## src/rtl/text_overlay_pkg.sv

```systemverilog
// Shared constants, types and helpers for the text overlay and its BCD converter.
package text_overlay_pkg;

  localparam int SCORE_LEN = 10;
  localparam int MSG_LEN   = 13;

  localparam logic [7:0] ASCII_SPACE = 8'h20;
  localparam logic [7:0] ASCII_ZERO  = 8'h30;

  localparam logic [13:0] SCORE_MAX = 14'd9999;

  // Trailing four score characters are replaced by live digits.
  localparam logic [7:0] SCORE_STR [SCORE_LEN] = '{
    8'h53, 8'h43, 8'h4F, 8'h52, 8'h45, 8'h3A, 8'h30, 8'h30, 8'h30, 8'h30
  };

  localparam logic [7:0] MSG_STR [MSG_LEN] = '{
    8'h50, 8'h52, 8'h45, 8'h53, 8'h53, 8'h20, 8'h41, 8'h4E, 8'h59, 8'h20,
    8'h4B, 8'h45, 8'h59
  };

  typedef enum logic [1:0] {IDLE, SHIFT, LATCH} bcd_state_t;

  function automatic logic [13:0] sat_score(input logic [13:0] s);
    logic [13:0] r;
    if (s > SCORE_MAX) r = SCORE_MAX;
    else r = s;
    return r;
  endfunction

  // Double-dabble correction: every nibble above 4 gets +3 before the shift.
  function automatic logic [15:0] bcd_adjust(input logic [15:0] b);
    logic [15:0] r;
    r = 16'd0;
    for (int i = 0; i < 4; i++) begin
      if (b[i*4 +: 4] > 4'd4) r[i*4 +: 4] = b[i*4 +: 4] + 4'd3;
      else r[i*4 +: 4] = b[i*4 +: 4];
    end
    return r;
  endfunction

endpackage

```

## src/rtl/text_overlay_bin2bcd_seq.sv

```systemverilog
// Iterative 14-bit binary to 4-digit BCD converter, one shift per clock.
module bin2bcd_seq
  import text_overlay_pkg::*;
(
  input  logic        clk,
  input  logic        reset,
  input  logic        start,
  input  logic [13:0] bin,
  output logic        busy,
  output logic        done,
  output logic [15:0] bcd
);

  logic [13:0] bin_r;
  logic [15:0] bcd_r;
  logic [15:0] adj_s;
  logic [3:0]  cnt_r;
  logic        busy_r;
  logic        done_r;

  assign adj_s = bcd_adjust(bcd_r);

  // Load on start, then 14 add-3/shift iterations; done pulses after the last one.
  always_ff @(posedge clk or posedge reset) begin
    if (reset) begin
      bin_r  <= 14'd0;
      bcd_r  <= 16'd0;
      cnt_r  <= 4'd0;
      busy_r <= 1'b0;
      done_r <= 1'b0;
    end else if (start && !busy_r) begin
      bin_r  <= bin;
      bcd_r  <= 16'd0;
      cnt_r  <= 4'd0;
      busy_r <= 1'b1;
      done_r <= 1'b0;
    end else if (busy_r) begin
      bcd_r <= {adj_s[14:0], bin_r[13]};
      bin_r <= {bin_r[12:0], 1'b0};
      cnt_r <= cnt_r + 4'd1;
      if (cnt_r == 4'd13) begin
        busy_r <= 1'b0;
        done_r <= 1'b1;
      end else begin
        done_r <= 1'b0;
      end
    end else begin
      done_r <= 1'b0;
    end
  end

  assign busy = busy_r;
  assign done = done_r;
  assign bcd  = bcd_r;

endmodule

```

## src/rtl/text_overlay.sv

```systemverilog
// Score/message text overlay: drives the font ROM address and produces a 2-clock-latency pixel mask.
module text_overlay
  import text_overlay_pkg::*;
#(
  parameter int SCORE_X    = 8,
  parameter int SCORE_Y    = 8,
  parameter int MSG_X      = 216,
  parameter int MSG_Y      = 232,
  parameter int SCALE_LOG2 = 1
) (
  input  logic        clk,
  input  logic        reset,
  input  logic [9:0]  hcount,
  input  logic [9:0]  vcount,
  input  logic        pix_valid,
  input  logic        frame_start,
  input  logic [13:0] score,
  input  logic        msg_en,
  output logic [7:0]  char_addr,
  output logic [2:0]  row_addr,
  input  logic [7:0]  bitmap,
  output logic        text_on,
  output logic        text_valid,
  output logic        bcd_busy
);

  localparam int CS = 8 << SCALE_LOG2;

  localparam logic [10:0] SX0 = 11'(SCORE_X);
  localparam logic [10:0] SX1 = 11'(SCORE_X + SCORE_LEN * CS);
  localparam logic [10:0] SY0 = 11'(SCORE_Y);
  localparam logic [10:0] SY1 = 11'(SCORE_Y + CS);
  localparam logic [10:0] MX0 = 11'(MSG_X);
  localparam logic [10:0] MX1 = 11'(MSG_X + MSG_LEN * CS);
  localparam logic [10:0] MY0 = 11'(MSG_Y);
  localparam logic [10:0] MY1 = 11'(MSG_Y + CS);

  logic [10:0] h_s, v_s, ox_s, oy_s, dx_s, dy_s;
  logic        sc_hit_s, msg_hit_s;
  logic [3:0]  idx_s, nib_s;
  logic [2:0]  col_s, grow_s;
  logic [7:0]  char_s;
  logic [2:0]  row_s, bit_s;
  logic        hit_s;

  logic [2:0]  bit_r;
  logic        region_r;
  logic        valid_r;

  bcd_state_t  state_r, next_s;
  logic [13:0] sat_s, cap_r, last_r;
  logic [15:0] digits_r, conv_bcd_s;
  logic        start_s, conv_busy_s, conv_done_s;

  assign h_s = {1'b0, hcount};
  assign v_s = {1'b0, vcount};

  assign sc_hit_s  = (h_s >= SX0) && (h_s < SX1) && (v_s >= SY0) && (v_s < SY1);
  assign msg_hit_s = msg_en && (h_s >= MX0) && (h_s < MX1) && (v_s >= MY0) && (v_s < MY1);

  // Cell-relative coordinates; the score origin wins where both regions overlap.
  always_comb begin
    ox_s = SX0;
    oy_s = SY0;
    if (sc_hit_s) begin
      ox_s = SX0;
      oy_s = SY0;
    end else begin
      ox_s = MX0;
      oy_s = MY0;
    end
    dx_s = h_s - ox_s;
    dy_s = v_s - oy_s;
  end

  assign idx_s  = 4'(dx_s >> (3 + SCALE_LOG2));
  assign col_s  = 3'(dx_s >> SCALE_LOG2);
  assign grow_s = 3'(dy_s >> SCALE_LOG2);

  // Character, glyph row and bit selection for the current pixel.
  always_comb begin
    char_s = ASCII_SPACE;
    row_s  = 3'd0;
    bit_s  = 3'd0;
    hit_s  = 1'b0;
    case (idx_s)
      4'd6:    nib_s = digits_r[15:12];
      4'd7:    nib_s = digits_r[11:8];
      4'd8:    nib_s = digits_r[7:4];
      default: nib_s = digits_r[3:0];
    endcase
    if (sc_hit_s) begin
      hit_s = 1'b1;
      row_s = grow_s;
      bit_s = 3'd7 - col_s;
      if (idx_s < 4'd6) char_s = SCORE_STR[idx_s];
      else char_s = ASCII_ZERO + {4'd0, nib_s};
    end else if (msg_hit_s) begin
      hit_s  = 1'b1;
      row_s  = grow_s;
      bit_s  = 3'd7 - col_s;
      char_s = MSG_STR[idx_s];
    end else begin
      hit_s  = 1'b0;
      char_s = ASCII_SPACE;
    end
  end

  // Stage 1: ROM address plus the bit index and region flag that travel with it.
  always_ff @(posedge clk or posedge reset) begin
    if (reset) begin
      char_addr <= ASCII_SPACE;
      row_addr  <= 3'd0;
      bit_r     <= 3'd0;
      region_r  <= 1'b0;
      valid_r   <= 1'b0;
    end else begin
      char_addr <= char_s;
      row_addr  <= row_s;
      bit_r     <= bit_s;
      region_r  <= hit_s;
      valid_r   <= pix_valid;
    end
  end

  // Stage 2: pick the glyph bit returned by the ROM.
  always_ff @(posedge clk or posedge reset) begin
    if (reset) begin
      text_on    <= 1'b0;
      text_valid <= 1'b0;
    end else begin
      text_on    <= region_r & valid_r & bitmap[bit_r];
      text_valid <= valid_r;
    end
  end

  assign sat_s   = sat_score(score);
  assign start_s = (state_r == IDLE) && frame_start && !conv_busy_s && (sat_s != last_r);

  bin2bcd_seq u_bcd (
    .clk   (clk),
    .reset (reset),
    .start (start_s),
    .bin   (sat_s),
    .busy  (conv_busy_s),
    .done  (conv_done_s),
    .bcd   (conv_bcd_s)
  );

  // BCD sequencing: start in IDLE, wait out the shifts, publish digits in LATCH.
  always_comb begin
    next_s = state_r;
    case (state_r)
      IDLE:    if (start_s) next_s = SHIFT; else next_s = IDLE;
      SHIFT:   if (conv_done_s) next_s = LATCH; else next_s = SHIFT;
      LATCH:   next_s = IDLE;
      default: next_s = IDLE;
    endcase
  end

  // Digits only move in LATCH, which always lands inside vertical blanking.
  always_ff @(posedge clk or posedge reset) begin
    if (reset) begin
      state_r  <= IDLE;
      bcd_busy <= 1'b0;
      cap_r    <= 14'd0;
      last_r   <= 14'd0;
      digits_r <= 16'd0;
    end else begin
      state_r  <= next_s;
      bcd_busy <= (next_s != IDLE);
      if (start_s) cap_r <= sat_s;
      if (state_r == LATCH) begin
        digits_r <= conv_bcd_s;
        last_r   <= cap_r;
      end
    end
  end

endmodule

```

## config.mk

```make
export PLATFORM = sky130hd
export DESIGN_NAME = text_overlay
export DESIGN_NICKNAME = d
export VERILOG_FILES = /design/src/rtl/text_overlay_pkg.sv /design/src/rtl/text_overlay_bin2bcd_seq.sv /design/src/rtl/text_overlay.sv
export SDC_FILE = /design/constraint.sdc
export NUM_CORES = 1
export LEC_CHECK = 0
export CAP_MARGIN = 40
export CORE_ASPECT_RATIO = 1.5
export CORE_UTILIZATION = 55
export CTS_CLUSTER_DIAMETER = 60
export DETAILED_ROUTE_END_ITERATION = 10
export PLACE_DENSITY = 0.8
export SLEW_MARGIN = 20
export SYNTH_ARGS = -nofsm -noshare
export SYNTH_HDL_FRONTEND = slang
export SYNTH_HIERARCHICAL = 1
export SYNTH_SLANG_ARGS = --single-unit
```

## constraint.sdc

```tcl
create_clock -name clk -period 3 [get_ports clk]
set_input_delay 0.6 -clock clk [delete_from_list [all_inputs] [get_ports clk]]
set_output_delay 0.6 -clock clk [all_outputs]
set_load 0.03 [all_outputs]
```

==> out/metrics.cfg, run 1 <==
[outcome]
outcome = complete, but fails checks
failed_checks = negative setup slack

[setup_path]
slowest_delay_ns = 0.48
start_kind = input port
crit_arrival_ns = 3.58
path_max_fanout = 4
crit_top_cell = nor2_2
cp_data_required_time_ns = 3.23
endpoint_kind = flip-flop
critPathKind = in2reg
crit_family = simple AND/OR/NAND/NOR gates
reg2regPathDepth = 8
r2r_start = last_r[7]$_DFFE_PP0N_
worst_r2r_endpoint = cap_r[4]$_DFFE_PP0P_
crit_chain = buf_8, xnor2_2, or4_4, a2111o_1, buf_12, fa_2, nand2b_4, nand2_8, ha_4, nor2_2, nor2_2, nand2_1, and3_4, a221o_1, a31o_1
crit_path_top_delay_cell = or4_4
rrSetupSlack_ns = 0.70
path_buf_inv = 2

[floorplan]
row_count = 43
io_pins = 61
die_x_um = 82.8
die-area_mm2 = 0.0102
fp.coreArea_mm2 = 0.00936
initial_core_util = 0.575
die_h_um = 123

[logic_synthesis]
syn_area_per_cell_um2 = 10.7
yosys.area_share.simple = 0.148
async_flop_share = 1.00
netlist_area_mm2 = 0.00538
yosys.area.top_type = dfrtp_1
yosys.area_share.adder = 0.0340
synth_compound_area_frac = 0.137
ys_seq_area_frac = 0.465
synth_top_family_by_area = simple AND/OR/NAND/NOR gates
synth.distinct_cells = 67
synth_top_cells_by_count = dfrtp_1, o21ai_0, nand2_1, mux2_2, inv_1
syn_nets = 564
ys.flop_type = dfrtp_1
ys_top_cells_by_area = dfrtp_1, mux2_2, o21ai_0
muxShareOfSynthArea = 0.137
synth_top_area_frac = 0.460
netlist_instances = 503
synth_xor_area_frac = 0.0323
synth.most_common_cell = dfrtp_1
ys_warn_count = 6
synth_edf_count = 0
synth-seq-cells = 100

[timing]
skew_ns = 0.00753
slew_headroom = 0.608
hold_slack_ns = 0.381
rsz0062_at_grt = true
tightest_slew_ns = 0.589
fin_ws_ns = -0.352
setup_tns_ns = -1.58
post-route-min-period_ns = 3.35
post-route-period-util = 1.12
timing.fmax_mhz = 298
setup_viol = 7
finalHoldViolations = 0
slew_violations = 0

[clocking]
cts-root-buf = clkbuf_16
cts_sinks = 100
htreeDepth = 3
cts_tree = yes
cts_buffers = 9
cts.reportedPaths.clkPinSlew_ns = 0.07
clk-insertion-delay-late_ns = 0.34
clockBufferDepth = 2

[layout]
drive_above_1_share = 0.321
insertedDiodeCount = 0
syn2layout_area_growth_pct = 32.7
fin_nets = 686

[routing]
drtPass1Iterations = 4
drc = 0
via_per_inst = 6.01
wire_per_inst_um = 17.9
antenna_left = 0
drt-initial-drc-count = 194
dr.max_layer_used = met4
wl_met3_um = 537
vias = 4450
met1Wirelength_um = 5140
dr_wl_met2_um = 7120
drt-total-wl_um = 13300

[grt]
grt_pass1_vias = 4617
grt_pass1_wl_um = 21700
gr-usage-all-layers = 0.284
overflow = 0
antenna_found_initial = 0
grt_max_degree = 66

[worst_hold_path]
hp-start = valid_r$_DFF_PP0_
min_path_type = reg2reg
hold_end = text_valid$_DFF_PP0_
hold_depth = 0

[place]
dp_hpwl_um = 9160
io_buffers = 57
pre_cts_ws_ns = -0.996
gp_congestion = 0.931

[power]
powerDensity_mw_per_mm2 = 644
power_leakage_nw = 3.19
irDropWorstVdd_mv = 0.637

[run]
drv_cap = 0

[per-layer routing]
metal,GRT usage,vias up
met5,0,-
met4,0.147,0
met3,0.0450,50
met2,0.484,134
met1,0.338,2205
li1,-,2061
[cell families after synthesis]
kind of cell	Yosys count
xor+xnor	16
compound gates	113
buf+inv	51
mux	62
simple gates	146
other cells	1
flops	100
fa+ha+maj	14
[layout make-up]
type                       count  area, um2
multi-input combinational    352       2880
timing repair buffer         135       1210
clock buffer                  10        239
fill                         619       2220
sequential                   100       2500
inverter                      27        116
clock inverter                 5       45.0
tap                          112        140
[worst reg2reg max path, stage by stage (launching register included)]
cell	delay, ns
dfrtp_1	0.42
xor2_1	0.15
o22ai_1	0.16
a32oi_1	0.12
a2111oi_0	0.40
and4b_2	0.36
nor2_4	0.07
buf_12	0.17
mux2_4	0.33
[stage by stage]
stage	total power, mW	cell area, um2	util	cells
after global placement	3.34	6620	0.707	717
after floorplan	2.96	5500	-	503
after detailed placement	3.44	6620	0.707	717
after CTS	4.59	7070	0.755	739
final	4.60	7140	0.762	741
after global routing	4.87	7140	0.762	741
[layout by cell type, fill, tap and decap left out, types with 8 or more instances in the layout]
cell              n
mux2_2           35
nor3_1           10
nand3_1           8
inv_1            22
o21ai_0          44
a21oi_1          12
clkbuf_16         9
nand2_1          35
nor2b_1          13
dfrtp_1          99
clkdlybuf4s50_1  44
mux2_4            9
nor2_1           17
buf_4            69
mux2i_1          16
or3_1             8
[timing repair]
action | 4_1_cts | 5_1_grt
hold buffers | 0 | 0
gates resized for setup | 50 | 12
buffers inserted | 8 | 1
pin swaps | 28 | 14
setup endpoints to repair | 7 | 7
[registers in the layout, indices dropped and copies added, names as in the netlist, 2 cells and up]
| signal | flops |
|---|---|
| u_bcd/cnt_r | 4 |
| row_addr | 3 |
| last_r | 14 |
| state_r | 2 |
| u_bcd/bin_r | 14 |
| bit_r | 3 |
| digits_r | 16 |
| char_addr | 7 |
| cap_r | 14 |
| u_bcd/bcd | 16 |
[report_power, final]
part / internal [mW] / switching (mW)
clock network: 0.594 / 0.509
registers: 1.69 / 0.279
logic: 0.785 / 0.747
[worst max-delay path by stage]
stage                          from                endpoint  slack, ns  cells after the start
final                     vcount[3]  char_addr[1]$_DFF_PP0_      -0.35                     15
after detailed placement  vcount[3]  char_addr[1]$_DFF_PP0_       -1.0                     13
after CTS                 vcount[3]  char_addr[1]$_DFF_PP0_      -0.30                     14
after floorplan           hcount[8]  char_addr[1]$_DFF_PP0_      -0.46                     12
after global placement    vcount[3]  char_addr[1]$_DFF_PP0_      -0.92                     13
after global routing      hcount[5]  char_addr[1]$_DFF_PP0_      -0.42                     13
Power figures use the tool's default switching activity.
==> run 2, diff against run 1 <==
==> constraint.sdc (replaced) <==
create_clock -name clk -period 3 [get_ports clk]
set_input_delay 0.45 -clock clk [delete_from_list [all_inputs] [get_ports clk]]
set_output_delay 0.45 -clock clk [all_outputs]
set_load 0.03 [all_outputs]
==> run 2 against run 1 <==
Compared with the run above:
- the run still ends with negative setup slack left
- sequential power about the same
- maximum frequency increased by 6.9%
- global-route usage decreased by 0.84 points
- setup slack improved by 0.22 ns
- clock-buffer cell count unchanged
- wire length decreased by 2.3%
- via count decreased by 1.1%
- critical path type unchanged
- largest cell class unchanged
- largest power group unchanged
- highest routed layer unchanged
==> out/metrics.cfg, run 2 (synthesis gave the netlist of run 1 again) <==
[outcome]
outcome = complete, but fails checks  ; unchanged
failed_checks = negative setup slack  ; unchanged

[grt]
grt_pass1_wl_um = 21000  ; was 21700 um
overflow = 0  ; unchanged
antenna_found_initial = 0  ; unchanged
grt_pass1_vias = 4523  ; was 4617
grt_max_degree = 66  ; unchanged
gr-usage-all-layers = 0.275  ; was 0.284

[power]
irDropWorstVdd_mv = 0.577  ; was 0.637 mV
powerDensity_mw_per_mm2 = 662  ; was 644 mW/mm2
power_leakage_nw = 3.18  ; was 3.19 nW

[layout]
layout.cells.non_filler = 737  ; was 741
multi_input_area_mm2 = 0.00288  ; about the same
drive_above_1_share = 0.314  ; was 0.321
fill_cells = 645  ; was 619
layout_common_cells = dfrtp_1, buf_4, clkdlybuf4s50_1  ; was dfrtp_1, buf_4, o21ai_0, clkdlybuf4s50_1
insertedDiodeCount = 0  ; unchanged
fin_nets = 681  ; was 686
syn2layout_area_growth_pct = 32.2  ; was 32.7%
ff_latch_area_mm2 = 0.00250  ; unchanged
final_common_cell = dfrtp_1  ; unchanged

[setup_path]
crit_arrival_ns = 3.38  ; was 3.58 ns
start_kind = input port  ; unchanged
critPathKind = in2reg  ; unchanged
crit_path_top_delay_cell = a2111o_1  ; was or4_4
worst_r2r_endpoint = u_bcd/cnt_r[2]$_DFFE_PP0P_  ; was cap_r[4]$_DFFE_PP0P_
cp_data_required_time_ns = 3.24  ; was 3.23 ns
reg2regPathDepth = 10  ; was 8
endpoint_kind = flip-flop  ; unchanged
r2r_start = last_r[7]$_DFFE_PP0N_  ; unchanged
slowest_delay_ns = 0.47  ; was 0.48 ns
crit_chain = dlygate4sd2_1, or4_4, a2111o_1, buf_6, clkinv_8, ha_4, a211oi_4, xor2_2, and2_4, nand2_2, and3_4, a221o_1, a31o_1  ; was buf_8, xnor2_2, or4_4, a2111o_1, buf_12, fa_2, nand2b_4, nand2_8, ha_4, nor2_2, nor2_2, nand2_1, and3_4, a221o_1, a31o_1
path_max_fanout = 3  ; was 4
rrSetupSlack_ns = 0.72  ; was 0.70 ns

[place]
dp_hpwl_um = 9130  ; was 9160 um
place_inst = 712  ; was 717
io_buffers = 57  ; unchanged
gp_congestion = 0.996  ; was 0.931
pre_cts_ws_ns = -0.802  ; was -0.996 ns

[worst_hold_path]
hp-start = vcount[3]  ; was valid_r$_DFF_PP0_
hold_end = row_addr[2]$_DFF_PP0_  ; was text_valid$_DFF_PP0_
hold_depth = 3  ; was 0
min_path_type = in2reg  ; was reg2reg

[timing]
rsz0062_at_grt = true  ; unchanged
post-route-period-util = 1.05  ; was 1.12
timing.fmax_mhz = 319  ; was 298 MHz
finalHoldViolations = 0  ; unchanged
post-route-min-period_ns = 3.14  ; was 3.35 ns
tightest_slew_ns = 0.682  ; was 0.589 ns
fin_ws_ns = -0.137  ; was -0.352 ns
hold_slack_ns = 0.339  ; was 0.381 ns
slew_headroom = 0.544  ; was 0.608
skew_ns = 0.00940  ; was 0.00753 ns
slew_violations = 0  ; unchanged
setup_tns_ns = -0.278  ; was -1.58 ns
setup_viol = 4  ; was 7

[floorplan]
die_x_um = 82.8  ; unchanged
die_h_um = 123  ; unchanged
initial_core_util = 0.575  ; unchanged
io_pins = 61  ; unchanged
fp.coreArea_mm2 = 0.00936  ; unchanged
row_count = 43  ; unchanged
die-area_mm2 = 0.0102  ; unchanged

[routing]
wire_per_inst_um = 17.6  ; was 17.9 um
drtPass1Iterations = 5  ; was 4
drt-initial-drc-count = 179  ; was 194
antenna_left = 0  ; unchanged
drc = 0  ; unchanged
vias = 4402  ; was 4450
drt-total-wl_um = 13000  ; was 13300 um
via_per_inst = 5.97  ; was 6.01

[clocking]
clockBufferDepth = 2  ; unchanged
htreeDepth = 3  ; unchanged
cts_tree = yes  ; unchanged
cts_buffers = 9  ; unchanged
clk-insertion-delay-late_ns = 0.35  ; was 0.34 ns
cts.reportedPaths.clkPinSlew_ns = 0.07  ; about the same
cts_sinks = 100  ; unchanged
cts-root-buf = clkbuf_16  ; unchanged

[run]
drv_cap = 0  ; unchanged

[run 2: worst max path at each step]
stage | startpoint | end | slack (ns) | cells after the start
floorplan | hcount[8] | char_addr[1]$_DFF_PP0_ | -0.31 | 12
global placement | vcount[3] | char_addr[1]$_DFF_PP0_ | -0.71 | 14
detailed placement | vcount[3] | char_addr[1]$_DFF_PP0_ | -0.80 | 12
CTS | vcount[4] | char_addr[1]$_DFF_PP0_ | -0.17 | 14
global route | vcount[4] | char_addr[1]$_DFF_PP0_ | -0.21 | 15
finish | hcount[8] | char_addr[1]$_DFF_PP0_ | -0.14 | 13
[run 2: where the power goes]
| group | switching (mW) | internal (mW) |
|---|---|---|
| logic | 0.735 | 0.780 |
| clock network | 0.510 | 0.733 |
| registers | 0.267 | 1.69 |
| total | 1.51 | 3.20 |
[run 2: per-stage QoR]
step	area, um2	power, mW	util
floorplan	5500	2.96	-
global placement	6580	3.34	0.703
global route	7110	4.99	0.760
detailed placement	6580	3.43	0.703
CTS	7020	4.70	0.750
finish	7110	4.71	0.760
[run 2: cell type report]
| cell class | count | area share |
|---|---|---|
| multi-input combinational | 352 | 0.405 |
| inverter | 27 | 0.0164 |
| sequential | 100 | 0.352 |
| timing repair buffer | 130 | 0.163 |
| tap | 112 | 0.0197 |
| clock buffer | 10 | 0.0322 |
| clock inverter | 6 | 0.0123 |
[run 2: critical path, delay by kind of cell]
family | cells | cell delay [ns]
fa+ha+maj | 1 | 0.21
xor+xnor | 1 | 0.26
simple gates | 4 | 0.83
compound gates | 4 | 1.17
buf+inv | 3 | 0.46
[run 2: layer usage]
| metal | vias to the layer above | global-route usage | wire length (um) |
|---|---|---|---|
| met5 | - | 0 | 0 |
| met4 | 0 | 0.138 | 571 |
| met3 | 44 | 0.0428 | 428 |
| met2 | 121 | 0.488 | 6930 |
| met1 | 2193 | 0.313 | 5030 |
| li1 | 2044 | - | - |
[run 2: repair_timing]
action | CTS | global route
endpoints found under the setup margin | 7 | 7
pin swaps | 17 | 19
buffers inserted | 3 | 6
hold buffers | 0 | 0
gates resized for setup | 47 | 14
==> run 3, diff against run 2 <==
--- a/config.mk
+++ b/config.mk
@@ -11,6 +11,7 @@
 export CTS_CLUSTER_DIAMETER = 60
 export DETAILED_ROUTE_END_ITERATION = 10
 export PLACE_DENSITY = 0.8
+export RECOVER_POWER = 100
 export SLEW_MARGIN = 20
 export SYNTH_ARGS = -nofsm -noshare
 export SYNTH_HDL_FRONTEND = slang
==> run 3 against run 2 <==
Compared with the run above:
- non-clock buffer count unchanged
- sequential power about the same
- first-iteration DRC count decreased by 2.2%
- flip-flop and latch count unchanged
- via count decreased by 0.48%
- critical path type unchanged
- design area decreased by 0.51%
- the flow finishes with violations (max-capacitance violations, max-slew violations, negative setup slack)
- sequential share of layout area increased by 0.18 points
- worst hold slack about the same
- combinational power about the same
==> out/metrics.cfg, run 3 (synthesis gave the netlist of run 1 again) <==
[outcome]
outcome = complete, but fails checks  ; unchanged
failed_checks = max-capacitance violations, max-slew violations, negative setup slack  ; was negative setup slack

[floorplan]
fp.coreArea_mm2 = 0.00936  ; unchanged
row_count = 43  ; unchanged
io_pins = 61  ; unchanged
die_h_um = 123  ; unchanged
die_x_um = 82.8  ; unchanged
initial_core_util = 0.575  ; unchanged
die-area_mm2 = 0.0102  ; unchanged

[timing]
post-route-period-util = 1.05  ; about the same
fin_ws_ns = -0.144  ; was -0.137 ns
slew_headroom = -0.374  ; was 0.544
timing.fmax_mhz = 318  ; was 319 MHz
setup_viol = 4  ; unchanged
slew_violations = 68  ; was 0
finalHoldViolations = 0  ; unchanged
rsz0062_at_grt = true  ; unchanged
tightest_slew_ns = 2.06  ; was 0.682 ns
hold_slack_ns = 0.339  ; about the same
post-route-min-period_ns = 3.14  ; about the same
skew_ns = 0.00930  ; was 0.00940 ns

[routing]
drt-initial-drc-count = 175  ; was 179
drt-total-wl_um = 13000  ; about the same
vias = 4381  ; was 4402
drtPass1Iterations = 5  ; unchanged
wire_per_inst_um = 17.6  ; about the same
antenna_left = 0  ; unchanged
via_per_inst = 5.94  ; was 5.97
drc = 0  ; unchanged

[setup_path]
crit_path_top_delay_cell = a2111o_1  ; unchanged
path_max_fanout = 3  ; unchanged
cp_data_required_time_ns = 3.24  ; about the same
crit_family = compound AO/OA/AOI/OAI gates  ; unchanged
crit_chain = dlygate4sd2_1, or4_4, a2111o_1, buf_6, clkinv_8, ha_4, a211oi_4, xor2_2, and2_4, nand2_2, and3_4, a221o_1, a31o_1  ; unchanged
critPathKind = in2reg  ; unchanged
endpoint_kind = flip-flop  ; unchanged
slowest_delay_ns = 0.47  ; about the same
start_kind = input port  ; unchanged
path_buf_inv = 3  ; unchanged
crit_arrival_ns = 3.38  ; about the same

[clocking]
cts_hold_buf = 0  ; unchanged
clk-insertion-delay-late_ns = 0.35  ; about the same
htreeDepth = 3  ; unchanged
cts_sinks = 100  ; unchanged
cts_buffers = 9  ; unchanged
clockBufferDepth = 2  ; unchanged
cts_tree = yes  ; unchanged
cts-root-buf = clkbuf_16  ; unchanged
cts.reportedPaths.clkPinSlew_ns = 0.07  ; about the same

[power]
pwr-share-seq = 0.415  ; about the same
swShare = 0.322  ; was 0.321
irDropWorstVdd_mv = 0.575  ; was 0.577 mV
power.total_mw = 4.70  ; was 4.71 mW
switchingPower_mw = 1.51  ; about the same
powerDensity_mw_per_mm2 = 665  ; was 662 mW/mm2
power_leakage_nw = 3.20  ; was 3.18 nW
p_int_mw = 3.19  ; was 3.20 mW
clock_power_share = 0.264  ; about the same
comb_power_share = 0.321  ; was 0.322

[grt]
gr-usage-all-layers = 0.275  ; unchanged
overflow = 0  ; unchanged
grt_pass1_vias = 4523  ; unchanged
grt_pass1_wl_um = 21000  ; unchanged
grt_max_degree = 66  ; unchanged
antenna_found_initial = 0  ; unchanged

[layout]
drive_above_1_share = 0.302  ; was 0.314
final_common_cell = dfrtp_1  ; unchanged
insertedDiodeCount = 0  ; unchanged
layout.cells.non_filler = 737  ; unchanged
fin_nets = 681  ; unchanged
syn2layout_area_growth_pct = 31.5  ; was 32.2%
layout_common_cells = dfrtp_1, buf_4, o21ai_0  ; was dfrtp_1, buf_4, clkdlybuf4s50_1

[place]
dp_hpwl_um = 9130  ; unchanged
place_inst = 712  ; unchanged
io_buffers = 57  ; unchanged
gp_congestion = 0.996  ; unchanged

[worst_hold_path]
min_path_type = in2reg  ; unchanged

[run]
drv_cap = 2  ; was 0

[run 3: cell count changes in the layout (fill, tap and decap cells not counted), moves of 2 or more]
cell             previous run  this run
clkdlybuf4s50_1            44        28
dlygate4sd3_1               0        16
buf_4                      66        60
clkbuf_1                    1         5
clkbuf_2                    2         4
[run 3: layout make-up]
class	count	area, um2
multi-input combinational	352	2860
sequential	100	2500
fill	655	2290
timing repair buffer	130	1140
clock buffer	10	229
tap	112	140
inverter	27	116
clock inverter	6	87.6
[run 3: timing repair]
action                     4_1_cts  5_1_grt
gates resized for setup         47       14
setup buffers                    3        6
pin swaps                       17       19
setup endpoints to repair        7        7
[run 3: final timing paths]
kind	startpoint	endpoint	slack, ns	depth (start not counted)
hold / removal	vcount[3]	row_addr[2]$_DFF_PP0_	0.34	3
min in group asynchronous	reset	cap_r[5]$_DFFE_PP0P_	0.90	2
max in group asynchronous	reset	u_bcd/bcd[3]$_DFFE_PP0P_	0.50	3
setup / recovery	hcount[8]	char_addr[1]$_DFF_PP0_	-0.14	13
hold reg to reg	valid_r$_DFF_PP0_	text_valid$_DFF_PP0_	0.38	0
setup reg to reg	last_r[7]$_DFFE_PP0N_	u_bcd/bcd[3]$_DFFE_PP0P_	0.66	10
[run 3: power by group through the flow]
stage / combinational, mW / clock [mW] / sequential (mW)
floorplan: 1.06 / 0 / 1.90
global placement: 1.39 / 0 / 1.95
detailed placement: 1.46 / 0 / 1.97
CTS: 1.49 / 1.26 / 1.95
global route: 1.67 / 1.31 / 2.00
finish: 1.51 / 1.24 / 1.95
[run 3: layer usage]
| layer | up-vias | GRT usage | routed length [um] |
|---|---|---|---|
| met4 | 0 | 0.138 | 507 |
| met3 | 38 | 0.0428 | 407 |
| met1 | 2186 | 0.313 | 5100 |
| met2 | 115 | 0.488 | 6990 |
| met5 | - | 0 | 0 |
| li1 | 2042 | - | - |
[run 3: worst reg2reg max path, stage by stage (launching register included)]
cell and delay (ns):
dfrtp_1 0.41, xor2_1 0.15, o22ai_1 0.19, a32oi_1 0.12, a2111oi_0 0.39, and4b_1 0.36
nor2_4 0.09, nor2_2 0.21, buf_4 0.19, o21ai_0 0.09, nand2_1 0.07
[run 3: through the flow]
step	setup TNS (ns)	util	area (um2)	setup WS (ns)
2_1_floorplan	-1.19	-	5500	-0.309
3_3_place_gp	-4.48	0.703	6580	-0.708
3_5_place_dp	-5.10	0.703	6580	-0.802
4_1_cts	-0.382	0.750	7020	-0.171
5_1_grt	-5.10	0.756	7080	-0.209
6_report	-0.304	0.756	7080	-0.144
